$ cat config.mk
export PLATFORM = sky130hd
export DESIGN_NAME = regfile_port_scheduler_flat
export DESIGN_NICKNAME = d
export VERILOG_FILES = /design/src/rtl/regfile_port_scheduler_if.sv /design/src/rtl/regfile_port_scheduler.sv /design/src/flat_wrapper.sv
export SDC_FILE = /design/constraint.sdc
export NUM_CORES = 1
export LEC_CHECK = 0
export ABC_AREA = 1
export CAP_MARGIN = 25
export CORE_MARGIN = 2
export CORE_UTILIZATION = 28
export CTS_CLUSTER_DIAMETER = 100
export DETAILED_ROUTE_END_ITERATION = 7
export PLACE_DENSITY = 0.81
export SYNTH_ARGS = -nofsm -noshare
export SYNTH_HDL_FRONTEND = slang
export SYNTH_SLANG_ARGS = --single-unit
$ cat constraint.sdc
create_clock -name i_clk -period 1.5 [get_ports i_clk]
set_input_delay 0.15 -clock i_clk [delete_from_list [all_inputs] [get_ports i_clk]]
set_output_delay 0.15 -clock i_clk [all_outputs]
set_load 0.02 [all_outputs]
$ cat src/rtl/regfile_port_scheduler_if.sv
// Pipeline-side handshake bundle for the register-file port-A scheduler:
// two writers (W0 ALU writeback, W1 load return) and one port-A reader.
interface regfile_port_scheduler_if;
  localparam int unsigned ADDR_W = 6;
  localparam int unsigned DATA_W = 16;

  logic              w0_valid;
  logic              w0_ready;
  logic [ADDR_W-1:0] w0_addr;
  logic [DATA_W-1:0] w0_data;

  logic              w1_valid;
  logic              w1_ready;
  logic [ADDR_W-1:0] w1_addr;
  logic [DATA_W-1:0] w1_data;

  logic              ra_valid;
  logic              ra_ready;
  logic [ADDR_W-1:0] ra_addr;
  logic [DATA_W-1:0] ra_data;

  modport master (
    output w0_valid, w0_addr, w0_data,
    output w1_valid, w1_addr, w1_data,
    output ra_valid, ra_addr,
    input  w0_ready, w1_ready, ra_ready, ra_data
  );

  modport slave (
    input  w0_valid, w0_addr, w0_data,
    input  w1_valid, w1_addr, w1_data,
    input  ra_valid, ra_addr,
    output w0_ready, w1_ready, ra_ready, ra_data
  );
endinterface

$ cat src/rtl/regfile_port_scheduler.sv
// Arbitrates the single write-or-read port A of the 64x16 register file between two
// writers and one reader: reads win by default, starved writes force a bounded burst.
module regfile_port_scheduler #(
  parameter int unsigned STARVE_LIMIT = 4,
  parameter int unsigned WRITE_BURST  = 2
) (
  input  logic                      i_clk,
  input  logic                      i_rst_n,
  regfile_port_scheduler_if.slave   bus,
  output logic                      o_rf_we,
  output logic [5:0]                o_rf_addr_a,
  output logic [15:0]               o_rf_wdata,
  input  logic [15:0]               i_rf_rd_data
);

  localparam int unsigned STARVE_W = $clog2(STARVE_LIMIT + 1);
  localparam int unsigned BURST_W  = $clog2(WRITE_BURST + 1);

  typedef enum logic {
    READ_PRI  = 1'b0,
    WRITE_PRI = 1'b1
  } state_t;

  state_t              r_state;
  logic                r_rr_w1;
  logic [STARVE_W-1:0] r_starve;
  logic [BURST_W-1:0]  r_burst;
  logic                r_arm;
  logic                r_active;

  state_t              w_state_nxt;
  logic                w_rr_nxt;
  logic [STARVE_W-1:0] w_starve_nxt;
  logic [BURST_W-1:0]  w_burst_nxt;
  logic [STARVE_W-1:0] w_starve_inc;
  logic [BURST_W-1:0]  w_burst_inc;
  logic                w_any_wv;
  logic                w_sel_w1;
  logic                w_grant_wr;
  logic                w_grant_rd;

  assign w_any_wv     = bus.w0_valid | bus.w1_valid;
  assign w_sel_w1     = (bus.w0_valid & bus.w1_valid) ? r_rr_w1 : bus.w1_valid;
  assign w_starve_inc = r_starve + STARVE_W'(1);
  assign w_burst_inc  = r_burst + BURST_W'(1);

  // Grant selection; nothing is granted until the post-reset arming completes.
  always_comb begin
    w_grant_wr = 1'b0;
    w_grant_rd = 1'b0;
    if (r_active) begin
      case (r_state)
        READ_PRI: begin
          w_grant_rd = bus.ra_valid;
          w_grant_wr = ~bus.ra_valid & w_any_wv;
        end
        WRITE_PRI: begin
          w_grant_wr = w_any_wv;
          w_grant_rd = ~w_any_wv & bus.ra_valid;
        end
      endcase
    end
  end

  assign bus.w0_ready = w_grant_wr & ~w_sel_w1;
  assign bus.w1_ready = w_grant_wr & w_sel_w1;
  assign bus.ra_ready = w_grant_rd;
  assign bus.ra_data  = i_rf_rd_data;

  // Port-A mux: the granted writer owns address and data, otherwise the reader's address.
  always_comb begin
    o_rf_we     = w_grant_wr;
    o_rf_addr_a = bus.ra_addr;
    o_rf_wdata  = 16'h0000;
    if (w_grant_wr) begin
      o_rf_addr_a = w_sel_w1 ? bus.w1_addr : bus.w0_addr;
      o_rf_wdata  = w_sel_w1 ? bus.w1_data : bus.w0_data;
    end
  end

  // Next-state: starvation count in READ_PRI, burst count in WRITE_PRI.
  always_comb begin
    w_state_nxt  = r_state;
    w_rr_nxt     = r_rr_w1;
    w_starve_nxt = r_starve;
    w_burst_nxt  = r_burst;
    if (w_grant_wr) w_rr_nxt = ~w_sel_w1;
    if (r_active) begin
      case (r_state)
        READ_PRI: begin
          if (w_grant_wr) begin
            w_starve_nxt = '0;
          end else if (w_any_wv) begin
            if (w_starve_inc == STARVE_W'(STARVE_LIMIT)) begin
              w_state_nxt  = WRITE_PRI;
              w_starve_nxt = '0;
              w_burst_nxt  = '0;
            end else begin
              w_starve_nxt = w_starve_inc;
            end
          end
        end
        WRITE_PRI: begin
          if (w_any_wv && (w_burst_inc != BURST_W'(WRITE_BURST))) begin
            w_burst_nxt = w_burst_inc;
          end else begin
            w_state_nxt  = READ_PRI;
            w_starve_nxt = '0;
            w_burst_nxt  = '0;
          end
        end
      endcase
    end
  end

  always_ff @(posedge i_clk or negedge i_rst_n) begin
    if (!i_rst_n) begin
      r_state  <= READ_PRI;
      r_rr_w1  <= 1'b0;
      r_starve <= '0;
      r_burst  <= '0;
      r_arm    <= 1'b0;
      r_active <= 1'b0;
    end else begin
      r_state  <= w_state_nxt;
      r_rr_w1  <= w_rr_nxt;
      r_starve <= w_starve_nxt;
      r_burst  <= w_burst_nxt;
      r_arm    <= 1'b1;
      r_active <= r_arm;
    end
  end

endmodule
$ cat src/flat_wrapper.sv
// flat-port wrapper written by rule: the top's interface ports become plain ports
module regfile_port_scheduler_flat 
#(
  parameter int unsigned STARVE_LIMIT = 4,
  parameter int unsigned WRITE_BURST  = 2
)
  (i_clk, i_rst_n, o_rf_we, o_rf_addr_a, o_rf_wdata, i_rf_rd_data, bus_w0_valid, bus_w0_addr, bus_w0_data, bus_w1_valid, bus_w1_addr, bus_w1_data, bus_ra_valid, bus_ra_addr, bus_w0_ready, bus_w1_ready, bus_ra_ready, bus_ra_data);
  regfile_port_scheduler_if bus_i ();
  input  logic i_clk;
  input  logic i_rst_n;
  output logic o_rf_we;
  output logic [5:0] o_rf_addr_a;
  output logic [15:0] o_rf_wdata;
  input  logic [15:0] i_rf_rd_data;
  input wire logic [$bits(bus_i.w0_valid)-1:0] bus_w0_valid;
  input wire logic [$bits(bus_i.w0_addr)-1:0] bus_w0_addr;
  input wire logic [$bits(bus_i.w0_data)-1:0] bus_w0_data;
  input wire logic [$bits(bus_i.w1_valid)-1:0] bus_w1_valid;
  input wire logic [$bits(bus_i.w1_addr)-1:0] bus_w1_addr;
  input wire logic [$bits(bus_i.w1_data)-1:0] bus_w1_data;
  input wire logic [$bits(bus_i.ra_valid)-1:0] bus_ra_valid;
  input wire logic [$bits(bus_i.ra_addr)-1:0] bus_ra_addr;
  output wire logic [$bits(bus_i.w0_ready)-1:0] bus_w0_ready;
  output wire logic [$bits(bus_i.w1_ready)-1:0] bus_w1_ready;
  output wire logic [$bits(bus_i.ra_ready)-1:0] bus_ra_ready;
  output wire logic [$bits(bus_i.ra_data)-1:0] bus_ra_data;
  assign bus_i.w0_valid = bus_w0_valid;
  assign bus_i.w0_addr = bus_w0_addr;
  assign bus_i.w0_data = bus_w0_data;
  assign bus_i.w1_valid = bus_w1_valid;
  assign bus_i.w1_addr = bus_w1_addr;
  assign bus_i.w1_data = bus_w1_data;
  assign bus_i.ra_valid = bus_ra_valid;
  assign bus_i.ra_addr = bus_ra_addr;
  assign bus_w0_ready = bus_i.w0_ready;
  assign bus_w1_ready = bus_i.w1_ready;
  assign bus_ra_ready = bus_i.ra_ready;
  assign bus_ra_data = bus_i.ra_data;
  regfile_port_scheduler #(.STARVE_LIMIT(STARVE_LIMIT), .WRITE_BURST(WRITE_BURST)) u_core (.i_clk(i_clk), .i_rst_n(i_rst_n), .bus(bus_i), .o_rf_we(o_rf_we), .o_rf_addr_a(o_rf_addr_a), .o_rf_wdata(o_rf_wdata), .i_rf_rd_data(i_rf_rd_data));
endmodule
==> impl_results.rst <==
.. list-table::
   :header-rows: 1

   * - Metric
     - Value
   * - Number of antenna violations at the first check in global routing
     - 0
   * - Fraction of synthesized area in multiplexers
     - 0
   * - Number of flip-flops and latches in the synthesized netlist
     - 9
   * - Count of input and output buffers
     - 80
   * - Post-Route Hold Slack
     - around 0.18 ns
   * - Net count after synthesis
     - around 250
   * - Upper clock frequency limit
     - around 650 MHz
   * - DP Wirelength
     - approximately 2700 µm
   * - Sinks on the clock net
     - 9
   * - Number of DRC markers in iteration 0
     - 48
   * - Clock tree root buffer cell
     - sky130_fd_sc_hd__clkbuf_4
   * - Clock latency of the later-clocked register in the worst-skew pair
     - about 0.26 ns
   * - Pins Over Slew Limit
     - 0
   * - Area share of the largest cell type after synthesis
     - 0.324
   * - Vias in the first global route
     - around 1200
   * - Mapped cell area
     - 1020 µm²
   * - Share of synthesized cell area in and, or, nand and nor gates
     - 0.480
   * - TritonCTS clock tree
     - yes
   * - Die Wd
     - between 60 and 70 µm
   * - Total CTS buffers
     - 3
   * - Max Fanout on Critical Path
     - 18
   * - Die height
     - 64.3 µm
   * - Number of H-tree branching levels
     - 1
   * - Area of combinational cells with multiple inputs
     - just under 700 µm²
   * - Unrepaired setup endpoints after global routing
     - yes
   * - Leakage power of the design
     - 1.02 nW
   * - Die area
     - between 4000 and 5000 µm²
   * - Setup CP Type
     - flip-flop to primary output
   * - Drt drc
     - 0
   * - First-pass GRT wire length
     - between 5000 and 6000 µm
   * - Count of endpoints failing setup in the final report
     - 22
   * - Pin count of the biggest net entering global routing
     - 19
   * - Max-cap violations
     - 0
   * - Netlist cell types
     - 21
   * - Sequential element share of the synthesized area
     - 0.221
   * - Routability-driven placement congestion ratio
     - 0.800
   * - Crit path launch type
     - flip-flop
   * - GRT Residual Overflow
     - 0
   * - Initial DRT Pass Iterations
     - 4
   * - Post-detailed-route count of antenna-violating nets
     - 0
   * - Power per cell area
     - around 700 nW/µm²
   * - Combinational family with the most area after synthesis
     - simple AND/OR/NAND/NOR gates
   * - Flip-flop and latch area
     - 225 µm²
   * - Type of the most critical hold path
     - input port to asynchronous set/reset pin
   * - Wire length reported by the detailed router
     - between 3000 and 4000 µm
   * - Growth of design area from synthesis to finish
     - 99.8%
   * - Share of synthesized cell area in full adder, half adder and majority cells
     - 0.0369
   * - Final layout net count
     - between 300 and 400
   * - Final routed wire length divided by cell count
     - 12.2 µm
   * - Post-synthesis cell count
     - around 170
   * - Avg Synthesized Cell Area
     - around 5.9 µm²
   * - Compound-Gate Fraction of Synth Area
     - 0.0491
   * - # diodes
     - 0
   * - Num ports
     - around 110
   * - Final critical path time including I/O delays and setup
     - about 1.5 ns
   * - Placeable core region
     - between 3000 and 4000 µm²
   * - Largest area contributor in the netlist
     - sky130_fd_sc_hd__nand2_1
   * - Fraction of final layout cells sized beyond drive strength 1
     - 0.370
   * - Vias
     - 1330
   * - Place WS
     - -0.590 ns
   * - Final-layout fill cell count
     - 300
   * - Longest Clk Path Bufs
     - 2
   * - Total of warnings raised by yosys
     - 0
   * - Placed cell area
     - roughly 1900 µm²
   * - Quantity of hold-fixing buffers added after cts
     - 0
   * - Failing checks
     - negative setup slack
   * - Starting density of the core
     - 0.298
   * - Post-Synth XOR/XNOR Area
     - 0
   * - Critical Path RT
     - around 1.4 ns
   * - CTS clk-pin slew, worst paths
     - about 0.06 ns
   * - Final setup slack of the worst path
     - -0.0438 ns
   * - Critical path arrival
     - about 1.4 ns
   * - Maximum vdd drop
     - around 0.53 mV
   * - Hold Vio Cnt, Final
     - 0
   * - Ranking of synthesized cells by area
     - sky130_fd_sc_hd__nand2_1, sky130_fd_sc_hd__dfrtp_1, sky130_fd_sc_hd__buf_4
   * - Kind of end point of the critical path
     - primary output
   * - Routed vias/inst
     - between 4 and 5
   * - All-layer global routing usage
     - 0.170
   * - Clock tree skew after final layout
     - between 0.005 and 0.006 ns
   * - Fin crit share
     - 1.03
   * - Cell area after layout
     - approximately 2000 µm²
   * - Result of the run
     - finished with violations
   * - Cell row count
     - 21
-- logic make-up (layout without fill, tap and decap cells) --
| family | after synthesis | in the layout |
|---|---|---|
| adder cells (fa/ha/maj) | 3 | 3 |
| other | 1 | 1 |
| AO/OA/AOI/OAI | 8 | 8 |
| buffers and inverters | 34 | 116 |
| flip-flops | 9 | 9 |
| AND/OR/NAND/NOR | 117 | 117 |
-- cell type report --
class	instances	share of cell area
Sequential cell	9	0.111
Inverter	12	0.0221
Tap cell	46	0.0283
Timing Repair Buffer	100	0.484
Clock buffer	4	0.0129
Multi-Input combinational cell	129	0.342
-- cells in the final DEF, fill, tap and decap left out, drive strengths merged, types with 2 or more instances in the layout --
cell type,synthesis,final
o21ai,4,4
nand2,91,91
dfrtp,9,9
a21oi,3,3
clkbuf,0,4
nor2,10,10
dlygate4sd2,0,2
buf,22,46
nand3,15,15
ha,3,3
clkdlybuf4s50,0,52
inv,11,11
-- through the flow --
stage,TNS (ns),power (mW),util,instances
finish,-0.441,1.42,0.596,300
global route,-2.96,1.55,0.596,300
floorplan,0,0.818,-,172
detailed placement,-14.32,1.16,0.543,292
global placement,-14.04,1.14,0.543,292
CTS,-2.10,1.40,0.578,300
-- worst max-delay path, stage by stage, from the launching register on --
cell and delay (ns):
sky130_fd_sc_hd__dfrtp_1 0.36, sky130_fd_sc_hd__inv_2 0.06, sky130_fd_sc_hd__nand2_4 0.07, sky130_fd_sc_hd__nand2_2 0.07
sky130_fd_sc_hd__nor2_4 0.14, sky130_fd_sc_hd__buf_12 0.16, sky130_fd_sc_hd__nand2_1 0.08, sky130_fd_sc_hd__nand2_1 0.08
sky130_fd_sc_hd__buf_6 0.11
-- worst paths after layout --
check                           startpoint                  to  slack [ns]  cells after the start
max                         u_core.r_state      o_rf_wdata[10]       -0.04                      8
min reg2reg                   u_core.r_arm     u_core.r_active        0.36                      0
min                                i_rst_n  u_core.r_starve[2]        0.18                      1
min in group i_clk         i_rf_rd_data[1]      bus_ra_data[1]        0.30                      0
max reg2reg                 u_core.r_state  u_core.r_starve[1]        0.18                      8
max in group asynchronous          i_rst_n   u_core.r_burst[1]        1.03                      1
-- synthesized netlist by cell type --
| library cell | n |
|---|---|
| sky130_fd_sc_hd__a21oi_1 | 1 |
| sky130_fd_sc_hd__a21oi_2 | 2 |
| sky130_fd_sc_hd__buf_2 | 2 |
| sky130_fd_sc_hd__buf_4 | 18 |
| sky130_fd_sc_hd__buf_6 | 2 |
| sky130_fd_sc_hd__clkinv_1 | 1 |
| sky130_fd_sc_hd__conb_1 | 1 |
| sky130_fd_sc_hd__dfrtp_1 | 9 |
| sky130_fd_sc_hd__ha_1 | 3 |
| sky130_fd_sc_hd__inv_1 | 6 |
| sky130_fd_sc_hd__inv_2 | 5 |
| sky130_fd_sc_hd__nand2_1 | 88 |
| sky130_fd_sc_hd__nand2_2 | 3 |
| sky130_fd_sc_hd__nand3_1 | 14 |
| sky130_fd_sc_hd__nand3_2 | 1 |
| sky130_fd_sc_hd__nor2_1 | 7 |
| sky130_fd_sc_hd__nor2_2 | 1 |
| sky130_fd_sc_hd__nor2_4 | 2 |
| sky130_fd_sc_hd__nor3_1 | 1 |
| sky130_fd_sc_hd__o21ai_1 | 4 |
| sky130_fd_sc_hd__o21bai_1 | 1 |
-- layer usage --
layer / vias up / part of all wire / track usage
met4: 0 / 0.013 / 0.0532
met5: - / 0 / 0
met3: 10 / 0.095 / 0.0651
li1: 679 / - / -
met1: 580 / 0.38 / 0.195
met2: 61 / 0.51 / 0.289
-- power breakdown --
part / internal (mW) / switching, mW / total [mW]
clock: 0.102 / 0.0771 / 0.179
combinational: 0.460 / 0.429 / 0.889
sequential: 0.303 / 0.0468 / 0.349
total: 0.864 / 0.553 / 1.42
-- repair_timing --
item                                    CTS  global route
endpoints found under the setup margin   26            26
pin swaps                                 8            10
gates resized for setup                 157            37
gates cloned                              1             1
buffers inserted                          3             3
-- sequential cells by signal, indices dropped and copies added, names as in the netlist --
| register | cells |
|---|---|
| u_core.r_starve | 3 |
| u_core.r_burst | 2 |
| u_core.r_arm | 1 |
| u_core.r_rr_w1 | 1 |
| u_core.r_active | 1 |
| u_core.r_state | 1 |
Note: power is estimated with default switching activity, not from simulation.
